<file path="src/rtl/pcs_tx_ordered_set_if.sv">
// GMII-side transmit bundle and code-group output of the PCS ordered-set generator.
// The master drives TX_EN/TXD and observes the code-group stream; the slave is the generator.
interface pcs_tx_ordered_set_if #(
  parameter int FRAME_CNT_W = 16
);
  logic                   tx_en;
  logic [7:0]             txd;
  logic [7:0]             tx_code;
  logic                   tx_k;
  logic                   tx_even;
  logic [FRAME_CNT_W-1:0] tx_frames;

  modport master (
    output tx_en, txd,
    input  tx_code, tx_k, tx_even, tx_frames
  );

  modport slave (
    input  tx_en, txd,
    output tx_code, tx_k, tx_even, tx_frames
  );
endinterface

</file>
<file path="src/rtl/pcs_tx_ordered_set.sv">
// 1000BASE-X PCS transmit ordered-set generator: turns GMII frames into /I2/, /S/, data,
// /T/R/ or /T/R/R/ code-groups with a K flag, keeping /S/ and idles on even positions.
module pcs_tx_ordered_set #(
  parameter int FRAME_CNT_W = 16
) (
  input  logic                 clk_i,
  input  logic                 rst_ni,
  pcs_tx_ordered_set_if.slave  bus
);

  localparam logic [7:0] K28_5 = 8'hBC;
  localparam logic [7:0] D16_2 = 8'h50;
  localparam logic [7:0] K27_7 = 8'hFB;
  localparam logic [7:0] K29_7 = 8'hFD;
  localparam logic [7:0] K23_7 = 8'hF7;

  typedef enum logic [2:0] {
    IDLE_K,
    IDLE_D,
    SOP,
    DATA,
    EOP_T,
    EOP_R,
    EOP_R2
  } state_e;

  state_e                 state_q, state_d;
  logic                   tx_en_q;
  logic [7:0]             txd_q;
  logic [7:0]             code_q, code_d;
  logic                   k_q, k_d;
  logic                   even_q;
  logic [FRAME_CNT_W-1:0] frames_q, frames_d;

  // state_q is the code-group currently on the output; its successor is registered with its output
  always_comb begin
    state_d  = state_q;
    code_d   = K28_5;
    k_d      = 1'b1;
    frames_d = frames_q;

    case (state_q)
      IDLE_K:  state_d = IDLE_D;
      IDLE_D:  state_d = tx_en_q ? SOP : IDLE_K;
      SOP:     state_d = tx_en_q ? DATA : EOP_T;
      DATA:    state_d = tx_en_q ? DATA : EOP_T;
      EOP_T:   state_d = EOP_R;
      EOP_R:   state_d = even_q ? EOP_R2 : IDLE_K;
      EOP_R2:  state_d = IDLE_K;
      default: state_d = IDLE_K;
    endcase

    case (state_d)
      IDLE_K:  begin code_d = K28_5; k_d = 1'b1; end
      IDLE_D:  begin code_d = D16_2; k_d = 1'b0; end
      SOP:     begin code_d = K27_7; k_d = 1'b1; end
      DATA:    begin code_d = txd_q; k_d = 1'b0; end
      EOP_T:   begin code_d = K29_7; k_d = 1'b1; end
      EOP_R:   begin code_d = K23_7; k_d = 1'b1; end
      EOP_R2:  begin code_d = K23_7; k_d = 1'b1; end
      default: begin code_d = K28_5; k_d = 1'b1; end
    endcase

    if (state_d == SOP && frames_q != '1) begin
      frames_d = frames_q + FRAME_CNT_W'(1);
    end
  end

  always_ff @(posedge clk_i or negedge rst_ni) begin
    if (!rst_ni) begin
      state_q  <= IDLE_K;
      code_q   <= K28_5;
      k_q      <= 1'b1;
      even_q   <= 1'b1;
      frames_q <= '0;
      tx_en_q  <= 1'b0;
      txd_q    <= 8'h00;
    end else begin
      state_q  <= state_d;
      code_q   <= code_d;
      k_q      <= k_d;
      even_q   <= ~even_q;
      frames_q <= frames_d;
      tx_en_q  <= bus.tx_en;
      txd_q    <= bus.txd;
    end
  end

  assign bus.tx_code   = code_q;
  assign bus.tx_k      = k_q;
  assign bus.tx_even   = even_q;
  assign bus.tx_frames = frames_q;

endmodule

</file>
<file path="src/flat_wrapper.sv">
// flat-port wrapper written by rule: the top's interface ports become plain ports
module pcs_tx_ordered_set_flat 
#(
  parameter int FRAME_CNT_W = 16
)
  (clk_i, rst_ni, bus_tx_en, bus_txd, bus_tx_code, bus_tx_k, bus_tx_even, bus_tx_frames);
  pcs_tx_ordered_set_if #(.FRAME_CNT_W(FRAME_CNT_W)) bus_i ();
  input  logic clk_i;
  input  logic rst_ni;
  input wire logic [$bits(bus_i.tx_en)-1:0] bus_tx_en;
  input wire logic [$bits(bus_i.txd)-1:0] bus_txd;
  output wire logic [$bits(bus_i.tx_code)-1:0] bus_tx_code;
  output wire logic [$bits(bus_i.tx_k)-1:0] bus_tx_k;
  output wire logic [$bits(bus_i.tx_even)-1:0] bus_tx_even;
  output wire logic [$bits(bus_i.tx_frames)-1:0] bus_tx_frames;
  assign bus_i.tx_en = bus_tx_en;
  assign bus_i.txd = bus_txd;
  assign bus_tx_code = bus_i.tx_code;
  assign bus_tx_k = bus_i.tx_k;
  assign bus_tx_even = bus_i.tx_even;
  assign bus_tx_frames = bus_i.tx_frames;
  pcs_tx_ordered_set #(.FRAME_CNT_W(FRAME_CNT_W)) u_core (.clk_i(clk_i), .rst_ni(rst_ni), .bus(bus_i));
endmodule
</file>
<file path="config.mk">
export PLATFORM = sky130hd
export DESIGN_NAME = pcs_tx_ordered_set_flat
export DESIGN_NICKNAME = d
export VERILOG_FILES = /design/src/rtl/pcs_tx_ordered_set_if.sv /design/src/rtl/pcs_tx_ordered_set.sv /design/src/flat_wrapper.sv
export SDC_FILE = /design/constraint.sdc
export NUM_CORES = 1
export LEC_CHECK = 0
export BUFFER_PORTS_ARGS = -buffer_cell sky130_fd_sc_hd__buf_2
export CORE_MARGIN = 2
export CORE_UTILIZATION = 45
export DETAILED_ROUTE_END_ITERATION = 10
export PLACE_DENSITY = 0.78
export RECOVER_POWER = 25
export SYNTH_ARGS = -nofsm -noshare
export SYNTH_HDL_FRONTEND = slang
export SYNTH_SLANG_ARGS = --single-unit
</file>
<file path="constraint.sdc">
create_clock -name clk_i -period 1.89 [get_ports clk_i]
set_clock_uncertainty 0.05 [all_clocks]
set_input_delay 0.2835 -clock clk_i [delete_from_list [all_inputs] [get_ports clk_i]]
set_output_delay 0.2835 -clock clk_i [all_outputs]
set_load 0.1 [all_outputs]
</file>
# Yosys cells after proc, flatten, opt, wreduce, memory -nomap -nowiden
# Cells that the tools add are included.
dict set report classes {
  addsub 1
  eq_ne 12
  n_mux 6
  bitwise 1
  n_reduce_logical 5
}
# op count
set op_table {}
lappend op_table {{one-hot mux 8 bit (5 select lines)} 1}
lappend op_table {{adder 16 x 1 -> 16 bit (second input constant)} 1}
lappend op_table {{inequality test 16 bit (second input constant)} 1}
lappend op_table {{equality test 3 bit (second input constant)} 5}
lappend op_table {{one-hot mux 3 bit (5 select lines)} 1}
lappend op_table {{equality test 3 x 2 -> 1 bit (second input constant)} 4}
lappend op_table {{equality test 3 x 1 -> 1 bit (second input constant)} 2}
lappend op_table {{two-way mux 3 bit} 2}
lappend op_table {{OR reduction 2 bit} 3}
lappend op_table {{logical NOT 3 bit} 1}
lappend op_table {{two-way mux 2 bit} 1}
lappend op_table {{logical AND 1 bit} 1}
lappend op_table {{two-way mux 1 bit} 1}
lappend op_table {{inverter 1 bit} 1}
dict set report word_totals {
  register_bits 38
  inputBits 11
  out_inout_bits 26
}

# Depth between registers and ports, before layout
# Gate-level depths: netlist of the first run.
dict set report logic_depth {
  word_depth 6
  depth_mapped 6
}

# Worst setup path after synthesis of the first run
# OpenSTA, ideal clock, no wires.
dict set report synth_path {
  path_kind {reg2reg}
  start {reg u_core.frames_q[3] (netlist: u_core.bus.tx_frames[3])}
  end {reg u_core.frames_q[1] (netlist: u_core.bus.tx_frames[1])}
  arrival_time_ns 2.175
  required_ns 1.713
  path_slack_ns -0.462
  path_stages_with_launch 5
  n_path_buf 0
  synth_period_minus_slack_ns 2.352
  path_cell_list {dfrtp_1 > nand3_2 > nor4_4 > nor2_2 > mux2_4}
}
dict set report synth_via {
  elab_chain_len 2
}
# item line
set synth_lines {}
lappend synth_lines {{start: declaration} pcs_tx_ordered_set.sv:33} ;# logic [FRAME_CNT_W-1:0] frames_q, frames_d;
lappend synth_lines {{start signal: assignment} pcs_tx_ordered_set.sv:83} ;# frames_q <= frames_d;
lappend synth_lines {{inequality test 16 bit} pcs_tx_ordered_set.sv:64} ;# if (state_d == SOP && frames_q != '1) begin
lappend synth_lines {{logical AND 1 bit} pcs_tx_ordered_set.sv:64}
# Every way passes these cells.
# A chain may end at the register's enable or synchronous reset.

# Final worst setup path of the first run
dict set report layout_path {
  start {reg u_core.frames_q[0] (netlist: u_core.bus.tx_frames[0])}
  end {reg u_core.frames_q[15] (netlist: u_core.bus.tx_frames[15])}
}
dict set report layout_via {
  elab_chain_len 2
  elab_cells_between_ends 3
}
# item
set layout_lines {}
lappend layout_lines {{branches (longest 2 deep; another with adder 16 x 1 -> 16 bit)}}
# Several ways; the timed one is not identified.

==> impl_results.md, run 1 <==
- Period Utilization, post-route: approximately nine tenths
- Leakage: ~0.00097 uW
- Hold Path Class: register to register
- Syn Area/Cell: 12.29 um2
- Horiz. Die Dim: about 64 um
- # DRC: 0
- Met2 routed WL: 1663 um
- Synth top area cells: dfrtp_1 47%, dfstp_2 11%, xor2_1 5.4%
- Share of post-route cells with drive strength above 1: 41.80%
- Worst-path fanout max: 5
- Ant diodes: 0
- Rows: 21
- Count of cell types in the netlist: between 40 and 50
- Number of detailed-route iterations in the first pass: 4
- Synth warn: 0
- Initial antenna violation count: 0
- Initial drt markers: 64
- Final Hold Vio Count: 0
- Final Net Count: 200
- Final instance area: 0.002105 mm2
- Pwr/cell area: 1596 mW/mm2
- Pre-CTS setup slack: between 0.2 and 0.25 ns
- Wire per inst: around 14 um
- Antenna Nets Post-Route: 0
- Half-perimeter wire length after placement: 2260 um
- CTS buffer count: 5
- Async set-or-reset flop fraction in the synthesized netlist: 100.0%
- Max_cap viols: 0
- Top-count cell post-synth: dfrtp_1
- Clk Latency, worst-skew pair: approximately 0.34 ns
- Mapped Cells: 133
- Largest net degree at the start of global routing: 37
- Total chip power: 3359 uW
- H-tree depth: 2
- Relative slew slack: 44.09%
- CTS tree: yes
- Synth Cell Area: 0.001634 mm2
- GPL Wtd Cong: 0.8886
- Clock slew at reported path FFs: between 0.1 and 0.15 ns
- Nature of the critical path startpoint: register
- Synth cell count leaders: 31 x dfrtp_1, 10 x xor2_1, 9 x nand2_1
- Max Fclk: 588.3 MHz
- Root buf cell: clkbuf_4
- Core Footprint: 0.003416 mm2
- Finish-stage setup viols: 0
- Syn nets: 145
- Max rail drop VDD: 903.2 uV
- Clock sinks: 38
- Crit path kind: register to register
- PostCTS Resize Cnt: 0
- Vias: 1196
- Critical Path AT: 1.87 ns
- Unrepaired setup endpoints after global routing: false
- Seq cells post-synth: 38
- Top-area cell type share of the netlist area: a little under half
- Die area: 0.004129 mm2
- Met3 wire len: 177 um
- Final setup margin: 0.1902 ns
- Starting density of the core: 47.84%
- PortBufs: 36
- First-pass GRT wire length: approximately 5300 um
- Overall routing resource usage: 17.24%
- Via-per-instance ratio: 5.089
- CTS Buffer Depth: 2
- CP Capture Type: register
- Biggest area consumer among synthesized cells: dfrtp_1
- Sequential area share after synthesis: 58.73%
- Crit path required time: 2.06 ns
- Number of synthesized flops with an enable pin: 0
- Tmin final: 1.700 ns
- Placed Instance Area: 0.001949 mm2
- WL met1: 1278 um
- Total global routing overflow: 0
- Vias in the first global route: 1223
- Worst hold margin: 0.3947 ns
- Slew Viols, Final: 0
- Die H: 64.26 um
- Worst-Margin Slew: 0.8386 ns
- Outcome: finished clean
- IO Count: 37
- Area Overhead vs Synth: 28.79%
- Wirelength, routed: 3201 um
- Main flop type after synthesis: dfrtp_1
- Top sig layer: met4
[area by class of cell]
class / instances / area [um2]
fillers: 262 / 1311
clock buffers: 8 / 58.81
flip-flops and latches: 38 / 1012
multi-input cells: 86 / 631.9
repair buffers: 53 / 329.1
well taps: 46 / 57.56
inverters: 4 / 15.01
[report_power, final]
part	internal, uW	total, uW	leakage, uW	switching, uW
Clock	184	437	0.0000326	254
Sequential	1060	1170	0.000438	113
Combinational	394	1750	0.000495	1360
Total	1640	3360	0.000965	1720
[kinds of logic (layout without fill, tap and decap cells)]
group | count (synthesis) | count (layout) | share of synthesized area [%]
AOI/OAI and AO/OA | 22 | 22 | 9.266
xor gates and xnor gates | 14 | 14 | 7.503
adders and majority gates | 1 | 1 | 0.7656
buffers and inverters | 9 | 65 | 2.603
DFF | 38 | 38 | 58.73
muxes | 1 | 1 | 0.9186
and+or+nand+nor | 48 | 48 | 20.22
[sequential cells by signal (all words and copies together) (netlist names)]
name                  count
u_core.bus.tx_code        8
u_core.bus.tx_even        1
u_core.bus.tx_frames     16
u_core.bus.tx_k           1
u_core.state_q            3
u_core.tx_en_q            1
u_core.txd_q              8
[placed cells by master, fill, tap and decap left out, drive strengths merged]
master        n
ha            1
or3           1
a22o          1
a21oi         4
o21ai         5
xnor2         4
nand2b        3
o32a          1
a31o          1
nor4          7
xor2         10
o21bai        1
nor4b         1
nand4bb       1
and4          1
mux2          1
nand2         9
nand4         4
dfrtp        31
dfstp         7
dlygate4sd3  10
nor3          4
clkbuf       10
o31ai         1
inv           4
buf          41
a211o         1
nor2b         3
o221ai        1
nor2          3
o21a          1
or2           3
o211a         1
nand3b        1
nand3         6
nor3b         1
o22ai         1
a21o          3
[worst max-delay path, stage by stage (launching register included)]
cell and delay [ns]:
dfrtp_4 0.45, ha_1 0.18, nand2_1 0.13, nor4_1 0.47
nor4_1 0.12, xor2_1 0.17
[routing by layer]
layer,track usage (%),vias up
met1,18.58,560
met2,30.21,52
li1,-,575
met5,0,-
met4,9.840,0
met3,4.754,9
[repair_timing]
action / in CTS / in global routing
setup endpoints to repair: 0 / 0
endpoints found under the hold margin: 40 / 0
setup buffers: 0 / 0
hold buffers: 10 / 0
[path summary, 6_finish.rpt]
kind,from,to,slack [ns],cells past startpoint
worst min-delay path,u_core.txd_q[4],u_core.bus.tx_code[4],0.39,1
max in group asynchronous,rst_ni,u_core.bus.tx_k,0.60,3
min in group asynchronous,rst_ni,u_core.bus.tx_frames[8],0.52,2
worst max register to register,u_core.bus.tx_frames[0],u_core.bus.tx_frames[15],0.19,5
worst min register to register,u_core.txd_q[4],u_core.bus.tx_code[4],0.39,1
worst max-delay path,u_core.bus.tx_frames[0],u_core.bus.tx_frames[15],0.19,5
[stage by stage]
step                      instances   TNS [ns]  utilization, %
after CTS                       235          0           61.72
final                           235          0           61.61
after detailed placement        217          0           57.07
after floorplan                 133  -0.008940               -
after global placement          217          0           57.07
after global routing            235          0           61.61
Note: power is estimated with default switching activity, not from simulation.
==> run 2: changes to the inputs <==
--- a/config.mk
+++ b/config.mk
@@ -10,7 +10,7 @@
 export CORE_UTILIZATION = 45
 export DETAILED_ROUTE_END_ITERATION = 10
 export PLACE_DENSITY = 0.78
-export RECOVER_POWER = 25
+export RECOVER_POWER = 100
 export SYNTH_ARGS = -nofsm -noshare
 export SYNTH_HDL_FRONTEND = slang
 export SYNTH_SLANG_ARGS = --single-unit
==> run 2 against run 1 <==
Against the previous run:
- die area did not move
- critical path depth fell by 4
- global-route usage did not move
- non-clock buffer count unchanged
- count of clock-buffer cells in the layout is the same
- cell area down 1.4%
- register-to-register slack hardly changed
- largest power group unchanged
==> impl_results.md, run 2 (synthesis results as in run 1) <==
- Outcome: finished clean
- Max Fclk: 580.9 MHz
- Worst-Margin Slew: 0.8338 ns
- Sw frac: 51.66%
- CTS buffer count: 5
- GPL Wtd Cong: 0.8886
- Starting density of the core: a little under half
- Antenna Nets Post-Route: 0
- Die area: 0.004129 mm2
- Finish-stage setup viols: 0
- Worst-path fanout max: 4
- Clock slew at reported path FFs: around 0.10 ns
- Max_cap viols: 0
- Area Overhead vs Synth: 27.03%
- Half-perimeter wire length after placement: roughly 2300 um
- Ant diodes: 0
- Setup bufs post-CTS: 0
- Commonest cells after routing, fill and taps aside: 27 x clkbuf_2, 15 x dfrtp_1, 13 x dfrtp_4
- Total global routing overflow: 0
- Initial antenna violation count: 0
- Final Net Count: 200
- Combinational power share: 51.7%
- Relative slew slack: 44.41%
- Unrepaired setup endpoints after global routing: false
- Pwr/cell area: between 1500 and 2000 mW/mm2
- CP Capture Type: primary output
- IO Count: 37
- CTS tree: yes
- Vias in the first global route: roughly 1.2k
- Share of post-route cells with drive strength above 1: 39.15%
- Critical Path AT: 1.39 ns
- Root buf cell: clkbuf_4
- Horiz. Die Dim: 64.26 um
- # DRC: 0
- P_int: 1618 uW
- Wire per inst: between 10 and 15 um
- Max rail drop VDD: roughly 860 uV
- CP peak stage delay: 0.58 ns
- Sequential share of power: 35.2%
- Overall routing resource usage: between 10% and 20%
- Initial drt markers: about 80
- H-tree depth: 2
- Final Hold Vio Count: 0
- CP cell instances: clkbuf_2
- Slew Viols, Final: 0
- Via-per-instance ratio: roughly 5
- Clock Power Share: 13.1%
- Commonest non-fill, non-tap cell in the layout: clkbuf_2
- Top delay family on crit path: flip-flops
- First-pass GRT wire length: 5306 um
- CP bufs+invs: 1
- Switching power: 1730 uW
- Vias: 1196
- Max reg flops: 16
- Tmin final: 1.722 ns
- Leakage: 0.0009321 uW
- Nature of the critical path startpoint: register
- Crit path kind: register to primary output
- Number of detailed-route iterations in the first pass: 4
- Total chip power: 3348 uW
- Clock sinks: 38
- Clk Latency, worst-skew pair: 0.34 ns
- CTS Buffer Depth: 2
- Crit path required time: between 1.5 and 2 ns
- CP max stage cell: dfstp_1
- Final Util: 60.77%
- Hold Path Class: register to register
- Wirelength, routed: between 3000 and 4000 um
- Fill cells: roughly 270
- PortBufs: 36
- Core Footprint: ~0.0034 mm2
- Rows: 21
- Die H: 64.26 um
- Largest net degree at the start of global routing: 37
- Period Utilization, post-route: 91.09%
## run 2: worst paths after layout
kind,from,endpoint,slack [ns],depth (start not counted)
max in group asynchronous,rst_ni,u_core.bus.tx_k,0.64,3
worst min-delay path,u_core.txd_q[4],u_core.bus.tx_code[4],0.39,1
worst max register to register,u_core.bus.tx_frames[0],u_core.bus.tx_frames[15],0.18,5
worst min register to register,u_core.txd_q[4],u_core.bus.tx_code[4],0.39,1
worst max-delay path,u_core.bus.tx_even,bus_tx_even,0.17,1
min in group asynchronous,rst_ni,u_core.bus.tx_frames[8],0.52,2
## run 2: power groups by stage
stage	clock [uW]	combinational, uW	sequential, uW
after CTS	452	1760	1180
final	439	1730	1180
after detailed placement	0	1730	1190
after floorplan	0	451	2190
after global placement	0	1710	1180
after global routing	491	1810	1210
## run 2: timing repair
| action | CTS | global route |
|---|---|---|
| hold endpoints to repair | 40 | 0 |
| hold buffers | 10 | 0 |
| resized for setup | 0 | 0 |
## run 2: layout make-up
type	instances	area (um2)	area share, %
sequential	38	1012	48.76
multi-input combinational	86	614.3	29.60
timing repair buffer	53	317.8	15.31
clock buffer	8	58.81	2.833
tap	46	57.56	2.773
inverter	4	15.01	0.7233
## run 2: metal layers
layer / GRT usage [%] / vias to the layer above / share of wire [%]
met1: 18.58 / 576 / 41
met3: 4.754 / 7 / 4.8
met4: 9.840 / 0 / 2.0
met2: 30.21 / 38 / 52
met5: 0 / - / 0
li1: - / 575 / -
## run 2: metrics by stage
stage	TNS, ns	instances	hold WS, ns	area (um2)	setup WS, ns
final	0	235	0.3946	2076	0.1684
after global routing	0	235	0.4198	2076	0.04609
after CTS	0	235	0.4014	2108	0.2027
after detailed placement	0	217	0.3428	1949	0.2192
after global placement	0	217	0.3349	1949	0.2822
after floorplan	-0.008940	133	-0.06209	1687	-0.008940
==> run 3: changes to the inputs <==
--- a/config.mk
+++ b/config.mk
@@ -9,6 +9,7 @@
 export CORE_MARGIN = 2
 export CORE_UTILIZATION = 45
 export DETAILED_ROUTE_END_ITERATION = 10
+export MAX_ROUTING_LAYER = met4
 export PLACE_DENSITY = 0.78
 export RECOVER_POWER = 100
 export SYNTH_ARGS = -nofsm -noshare
==> run 3 against run 2 <==
Against the previous run:
- combinational power about the same
- utilization unchanged
- count of clock-buffer cells in the layout unchanged
- worst hold slack about the same
- die area unchanged
- global-route usage up 0.48 points
- non-clock buffer count unchanged
- power about the same
- critical endpoint unchanged
==> impl_results.md, run 3 (synthesis results as in run 1) <==
- Clock sinks: 38
- Wirelength, routed: 3225 um
- Initial antenna violation count: 0
- Half-perimeter wire length after placement: between 2000 and 2500 um
- Starting density of the core: a little under half
- Reg-to-Reg End: u_core.bus.tx_code[5]
- CTS tree: yes
- Overall routing resource usage: 17.72%
- Vias in the first global route: between 1k and 1.5k
- Tmin final: 1.738 ns
- Setup TNS: 0 ns
- Unrepaired setup endpoints after global routing: false
- Commonest cells after routing, fill and taps aside: 27 x clkbuf_2, 15 x dfrtp_1, 13 x dfrtp_4
- Pwr/cell area: 1614 mW/mm2
- Nature of the critical path startpoint: register
- Ant diodes: 0
- Finish-stage setup viols: 0
- Number of detailed-route iterations in the first pass: 4
- Core Footprint: 0.003416 mm2
- Initial drt markers: 70
- Pre-CTS setup slack: 0.2192 ns
- Clk Latency, worst-skew pair: 0.34 ns
- Max reg flops: 16
- Hold Path Class: register to register
- Relative slew slack: 43.99%
- Slew Viols, Final: 0
- First-pass GRT wire length: about 5300 um
- Period Utilization, post-route: about nine tenths
- Die H: 64.26 um
- Worst-Margin Slew: 0.8401 ns
- Top delay family on crit path: flip-flops
- Clock slew at reported path FFs: 0.10 ns
- GPL Wtd Cong: 0.9035
- Share of post-route cells with drive strength above 1: 39.15%
- Final Net Count: 200
- Vias: 1206
- Final Hold Vio Count: 0
- Crit path kind: register to primary output
- IO Count: 37
- Max Fclk: about 580 MHz
- Worst reg-to-reg path cell count: 5
- Outcome: finished clean
- PortBufs: 36
- CTS buffer count: 5
- Antenna Nets Post-Route: 0
- # DRC: 0
- Total global routing overflow: 0
- Final setup margin: approximately 0.15 ns
- Area Overhead vs Synth: 27.03%
- Largest net degree at the start of global routing: 37
- Wire per inst: 13.72 um
- CP Capture Type: primary output
- Worst-path fanout max: 4
- Critical Path AT: 1.40 ns
- Crit path required time: ~1.6 ns
- H-tree depth: 2
- Total chip power: between 3000 and 4000 uW
- Worst r2r src: u_core.state_q[0]
- Root buf cell: clkbuf_4
- Origin of the worst setup path: u_core.bus.tx_even
- CTS Buffer Depth: 2
- CP bufs+invs: 1
- CP max stage cell: dfstp_1
- Layout Cells excl Fill: around 240
- CP peak stage delay: 0.59 ns
- Via-per-instance ratio: 5.132
- R2R Setup Slk: 0.17 ns
- Rows: 21
- Max_cap viols: 0
- CP cell instances: clkbuf_2
- Die area: roughly 0.0041 mm2
- Max rail drop VDD: around 860 uV
- Cells after DPL: around 220
- Horiz. Die Dim: 64.26 um
- Setup bufs post-CTS: 0
- Final Util: about three fifths
- Commonest non-fill, non-tap cell in the layout: clkbuf_2
- Leakage: 0.0009321 uW
- Crit path to: bus_tx_even
- Levels on crit path: 1
## run 3: cell counts in the layout (fill, tap and decap cells not counted)
Identical to the previous run, type by type.
## run 3: routing by layer
layer | vias up | wire [um] | track usage (%)
met3 | 7 | 202 | 4.401
li1 | 576 | - | -
met1 | 564 | 1296 | 18.81
met5 | - | 0 | -
met4 | 0 | 65 | 9.840
met2 | 59 | 1661 | 30.21
## run 3: report_power, final
part | internal [uW] | switching [uW]
clock network | 184 | 257
registers | 1060 | 118
logic | 376 | 1360
total | 1620 | 1730
## run 3: how the worst min path moves through the flow
stage	start	to	slack, ns	depth (start not counted)
finish	u_core.txd_q[4]	u_core.bus.tx_code[4]	0.39	1
floorplan	rst_ni	u_core.bus.tx_code[0]	-0.06	0
detailed placement	bus_txd[3]	u_core.txd_q[3]	0.34	1
global placement	rst_ni	u_core.bus.tx_frames[5]	0.33	1
global route	u_core.txd_q[4]	u_core.bus.tx_code[4]	0.42	1
CTS	u_core.txd_q[4]	u_core.bus.tx_code[4]	0.40	1
## run 3: cell type report
class,count,area [um2]
clock buffer,8,58.81
fill,267,1340
inverter,4,15.01
multi-input combinational,86,614.3
sequential,38,1012
tap,46,57.56
timing repair buffer,53,317.8
## run 3: repair_timing
| action | 4_1_cts | 5_1_grt |
|---|---|---|
| hold buffers | 10 | 0 |
| hold endpoints to repair | 40 | 0 |
| gates resized for setup | 0 | 0 |
## run 3: metrics by stage
stage / hold WS (ns) / cell area [um2]
floorplan: -0.06209 / 1687
global placement: 0.3349 / 1949
detailed placement: 0.3428 / 1949
CTS: 0.4014 / 2108
global route: 0.4198 / 2076
finish: 0.3948 / 2076
